[src/rtl/seg_display_scheduler.sv]
// Round-robin scheduler that time-shares a two-digit seven-segment pair among N_SRC sources.
// The granted value is converted to tens/ones BCD by a sequential double-dabble, then held for DWELL cycles.
module seg_display_scheduler #(
  parameter int N_SRC = 4,
  parameter int W     = 5,
  parameter int DWELL = 50_000_000
) (
  input  logic               i_clk,
  input  logic               i_rst,
  input  logic [N_SRC-1:0]   i_req,
  input  logic [N_SRC*W-1:0] i_val,
  output logic [N_SRC-1:0]   o_grant,
  output logic [3:0]         o_bcd_ten,
  output logic [3:0]         o_bcd_one,
  output logic               o_valid,
  output logic               o_blank
);

  localparam int IW = (N_SRC > 1) ? $clog2(N_SRC) : 1;
  localparam int DW = (DWELL > 1) ? $clog2(DWELL) : 1;
  localparam int SW = W + 8;

  localparam logic [1:0] ST_IDLE = 2'd0;
  localparam logic [1:0] ST_CONV = 2'd1;
  localparam logic [1:0] ST_SHOW = 2'd2;

  logic [1:0]    state_r;
  logic [IW-1:0] last_r;
  logic [SW-1:0] dd_r;      // {tens, ones, remaining value bits}
  logic [2:0]    step_r;
  logic [DW-1:0] dwell_r;
  logic [IW-1:0] pick_s;
  logic          any_req_s;

  function automatic logic [IW-1:0] wrap_idx(input int v);
    wrap_idx = IW'(v % N_SRC);
  endfunction

  // One double-dabble step: correct nibbles that would overflow past 9, then shift the whole word.
  function automatic logic [SW-1:0] dd_step(input logic [SW-1:0] x);
    logic [3:0] ten;
    logic [3:0] one;
    ten = (x[SW-1 -: 4] >= 4'd5) ? x[SW-1 -: 4] + 4'd3 : x[SW-1 -: 4];
    one = (x[SW-5 -: 4] >= 4'd5) ? x[SW-5 -: 4] + 4'd3 : x[SW-5 -: 4];
    dd_step = {ten, one, x[W-1:0]} << 1;
  endfunction

  assign any_req_s = |i_req;

  // Round-robin pick: scan from farthest to nearest so the first requester after last_r wins.
  always_comb begin
    pick_s = last_r;
    for (int i = N_SRC; i >= 1; i--) begin
      pick_s = i_req[wrap_idx(int'(last_r) + i)] ? wrap_idx(int'(last_r) + i) : pick_s;
    end
  end

  // Scheduler FSM with registered display outputs.
  always_ff @(posedge i_clk) begin
    if (i_rst) begin
      state_r   <= ST_IDLE;
      last_r    <= IW'(N_SRC - 1);
      dd_r      <= '0;
      step_r    <= 3'd0;
      dwell_r   <= '0;
      o_grant   <= '0;
      o_bcd_ten <= 4'd0;
      o_bcd_one <= 4'd0;
      o_valid   <= 1'b0;
      o_blank   <= 1'b1;
    end else begin
      case (state_r)
        ST_IDLE: begin
          if (any_req_s) begin
            dd_r    <= {8'd0, i_val[int'(pick_s)*W +: W]};
            step_r  <= 3'd0;
            last_r  <= pick_s;
            o_grant <= {{(N_SRC-1){1'b0}}, 1'b1} << pick_s;
            o_blank <= 1'b0;
            state_r <= ST_CONV;
          end else begin
            state_r <= ST_IDLE;
          end
        end
        ST_CONV: begin
          if (step_r == 3'(W)) begin
            o_bcd_ten <= dd_r[SW-1 -: 4];
            o_bcd_one <= dd_r[SW-5 -: 4];
            dwell_r   <= DW'(DWELL - 1);
            o_valid   <= 1'b1;
            state_r   <= ST_SHOW;
          end else begin
            dd_r   <= dd_step(dd_r);
            step_r <= step_r + 3'd1;
          end
        end
        ST_SHOW: begin
          // Early release as soon as the served source withdraws its request.
          if ((dwell_r == '0) || !i_req[last_r]) begin
            o_valid <= 1'b0;
            o_grant <= '0;
            o_blank <= 1'b1;
            state_r <= ST_IDLE;
          end else begin
            dwell_r <= dwell_r - DW'(1);
          end
        end
        default: begin
          o_valid <= 1'b0;
          o_grant <= '0;
          o_blank <= 1'b1;
          state_r <= ST_IDLE;
        end
      endcase
    end
  end

endmodule
[config.mk]
export PLATFORM = sky130hd
export DESIGN_NAME = seg_display_scheduler
export DESIGN_NICKNAME = d
export VERILOG_FILES = /design/src/rtl/seg_display_scheduler.sv
export SDC_FILE = /design/constraint.sdc
export NUM_CORES = 1
export LEC_CHECK = 0
export ABC_AREA = 1
export CAP_MARGIN = 10
export CORE_ASPECT_RATIO = 0.8
export CORE_MARGIN = 1.5
export CORE_UTILIZATION = 56
export DETAILED_ROUTE_END_ITERATION = 16
export PLACE_DENSITY = 0.8
export SLEW_MARGIN = 20
export SYNTH_ARGS = -nofsm -noshare
export SYNTH_HDL_FRONTEND = slang
export SYNTH_SLANG_ARGS = --single-unit
[constraint.sdc]
create_clock -name i_clk -period 2.1 [get_ports i_clk]
set_input_delay 0.525 -clock i_clk [delete_from_list [all_inputs] [get_ports i_clk]]
set_output_delay 0.525 -clock i_clk [all_outputs]
set_load 0.05 [all_outputs]
==> key figures <==
Outcome
  • Outcome: completed

GRT
  • Initial antenna violation count: 0
  • Number of global-route vias before repair: 3152
  • Largest net degree at the start of global routing: 21
  • First-pass GRT wire length: ~15000 um
  • GRT Total Usage: 28.59%
  • Grt total ovfl: 0

Synthesis
  • Post-synth cell types: 36
  • Yosys top cell area share: a little over a third
  • Synth area leader: dfxtp_1
  • Post-Syn Instances: ~520
  • Synth area leaders: dfxtp_1, nand2_1, a21oi_1
  • Yosys warns: 0
  • Part of the Yosys area used for sequential elements: a little over a third
  • #FFs+latches synth: 60
  • Post-synth net total: ~560
  • Mean area per synthesized cell: 6.471 um^2
  • Synth Cell Area: ~3400 um^2

Finish
  • Final Net Count: 625
  • Share of layout cells above drive strength 1: 14.93%
  • Area grow syn2layout: 28.39%
  • Ant. Diodes: 0
  • Final non-filler cell area: 4345 um^2

Place
  • I/O Buffers: 39
  • Place WS: -0.2824 ns
  • HPWL after DPL: roughly 6700 um
  • Placement Cell Area: 4028 um^2
  • Placer Congestion: 0.9723

Floorplan
  • Top Ports: 40
  • Starting Density: 57.55%
  • Chip Height: 72.54 um
  • Core area: 5881 um^2
  • Die width: between 80 and 90 um
  • Die area: 6522 um^2
  • Row cnt: 25

Clocking
  • CTS H-tree lvls: 3
  • Clk root buf: clkbuf_8
  • Clock sink count: 60
  • CTS tree: built
  • Worst-Skew Late Latency: about 0.34 ns
  • Clk buf depth: 2
  • Inserted Clock Buffers: 9
  • Reg clk slew, reported paths: 0.07 ns

Power and ir drop
  • Final Total Pwr: between 5 and 6 mW
  • Leak: 1.931 nW
  • IR Drop Worst-Case VDD: 0.5971 mV
  • Power Dens Cells: 1247 nW/um^2

Timing
  • Minimum clock period: 2.068 ns
  • Clock skew: roughly 0.0087 ns
  • Fin crit share: 98.47%
  • RSZ-0062 raised after global routing: yes
  • Least-Margin Pin Slew: ~0.59 ns
  • Final Setup Violations: 0
  • Fin. Hold Viols: 0
  • Worst setup margin: 0.03216 ns
  • Max Fclk: approximately 480 MHz
  • Slew HR: between 60% and 70%
  • Hold Slack: 0.4671 ns
  • Slew Limit Fails: 0

Critical path
  • Worst Path Max Fanout: 7
  • CP peak stage delay: 0.52 ns
  • Top delay family on crit path: simple AND/OR/NAND/NOR gates
  • WP buf/inv: 2
  • Worst-path cell chain: clkdlybuf4s50_1 > nand2_1 > o21ai_2 > nor2_1 > nor2_1 > o21ai_2 > nand2_2 > nand2_4 > buf_4 > nor3_1 > o21ai_0 > nor2_1
  • Critical path's slowest cell: clkdlybuf4s50_1
  • Critical path class: in -> reg
  • Crit path capture type: register
  • Critical path required time: 2.38 ns
  • CP Launch Type: primary input
  • Crit path top cell by count: nor2_1
  • CP arrival: 2.35 ns

Worst hold path
  • Min-Delay Path Class: reg -> reg

Drt
  • Final WL: just over 9000 um
  • Routed WL per cell: 13.39 um
  • Via density: between 5 and 6
  • DRC violations left: 0
  • 1st-pass router iterations: 6
  • Routed Antenna Nets: 0
  • Via count: 3601
  • Initial DRC count: 291

Flow run
  • Max cap viols: 0
[cell type report]
type	instances	area [um^2]
clock inverters	3	45.04
well taps	81	101.3
flip-flops and latches	60	1202
multi-input cells	398	1988
repair buffers	73	650.6
clock buffers	12	165.2
fillers	489	1535
inverters	50	192.7
[cell families after synthesis]
kind of cell / after synthesis / synth area share (%)
buffers and inverters: 65 / 8.022
adders and majority gates: 7 / 2.588
AOI/OAI and AO/OA: 92 / 14.20
DFF: 60 / 35.49
xor gates and xnor gates: 11 / 2.847
and+or+nand+nor: 288 / 36.86
[cell usage after synthesis]
library cell	instances
inv_1	45
nand2_2	5
a211oi_2	1
and2_1	1
nand4_1	9
nand3b_1	1
nor2_4	1
nand2_4	1
ha_1	7
buf_6	2
or2_1	1
and3_1	2
xor2_1	8
nor2_2	3
or2_2	6
a21oi_1	54
o22ai_1	3
nor2_1	55
nand2_1	148
o31ai_1	1
clkbuf_1	9
xnor2_1	3
a31oi_1	2
buf_2	2
o21ai_2	1
buf_4	2
nor4_1	5
o21ai_1	1
nand3_1	43
inv_4	1
nand3_2	1
dfxtp_1	60
o21ai_0	29
nor3_1	6
inv_2	3
clkinv_1	1
[worst register-to-register path, cell delays in order (launching register included)]
cell and delay (ns):
dfxtp_1 0.31, inv_1 0.11, ha_4 0.16, nand2_2 0.10, nor2_4 0.11, nand2_2 0.09, clkinv_1 0.06, nand2_1 0.05
o21ai_2 0.18, nand2_2 0.12, nand2_4 0.14, buf_4 0.17, nor3_1 0.06, o21ai_0 0.23, nor2_1 0.06
[flip-flops by register name, indices dropped and copies added (netlist names)]
| signal | flops |
|---|---|
| state_r | 2 |
| o_grant | 4 |
| o_blank | 1 |
| step_r | 3 |
| dd_r | 13 |
| o_bcd_one | 4 |
| o_bcd_ten | 4 |
| o_valid | 1 |
| last_r | 2 |
| dwell_r | 26 |
[report_power, final]
part | internal (mW) | switching [mW] | leakage [nW]
registers | 1.33 | 0.185 | 0.490
clock network | 0.638 | 0.459 | 0.101
logic | 1.06 | 1.75 | 1.34
total | 3.03 | 2.39 | 1.93
[metrics by stage]
stage	std cells	TNS (ns)	util, %
2_1_floorplan	523	0	-
3_3_place_gp	659	-5.986	68.49
3_5_place_dp	659	-8.046	68.49
4_1_cts	674	0	72.06
5_1_grt	677	-0.1930	73.89
6_report	677	0	73.89
[cells in the final DEF (no fill, tap or decap), types with 3 or more instances in the layout]
cell type,instances
ha_1,6
nand2_2,8
o22ai_1,3
dfxtp_1,59
nor2_1,50
clkbuf_8,12
buf_4,34
o21ai_0,27
or2_2,6
inv_2,3
o21ai_2,3
xor2_1,8
inv_1,44
nand3_1,41
clkdlybuf4s50_1,37
xnor2_1,3
nor3_1,6
nor4_1,4
nor2_2,7
nand2_1,144
nand4_1,9
a21oi_1,54
[metal layers]
| metal | wire length (um) | GRT usage, % |
|---|---|---|
| met4 | 48 | 6.878 |
| met2 | 3898 | 42.58 |
| met1 | 4410 | 41.19 |
| met3 | 705 | 7.757 |
| met5 | 0 | 0 |
[path summary, 6_finish.rpt]
path                      to  slack, ns  depth (start not counted)        from
hold / removal    o_grant[2]       0.47                          2  o_grant[2]
setup reg to reg  dwell_r[7]       0.05                         14  dwell_r[0]
hold reg to reg   o_grant[2]       0.47                          2  o_grant[2]
setup / recovery  dwell_r[7]       0.03                         12    i_req[2]
[repair_timing]
| action | in CTS | in global routing |
|---|---|---|
| setup buffers | 0 | 3 |
| hold buffers | 0 | 0 |
| resized for setup | 0 | 26 |
| endpoints found under the setup margin | 0 | 25 |
No activity file was read; power rests on OpenSTA's default activity.
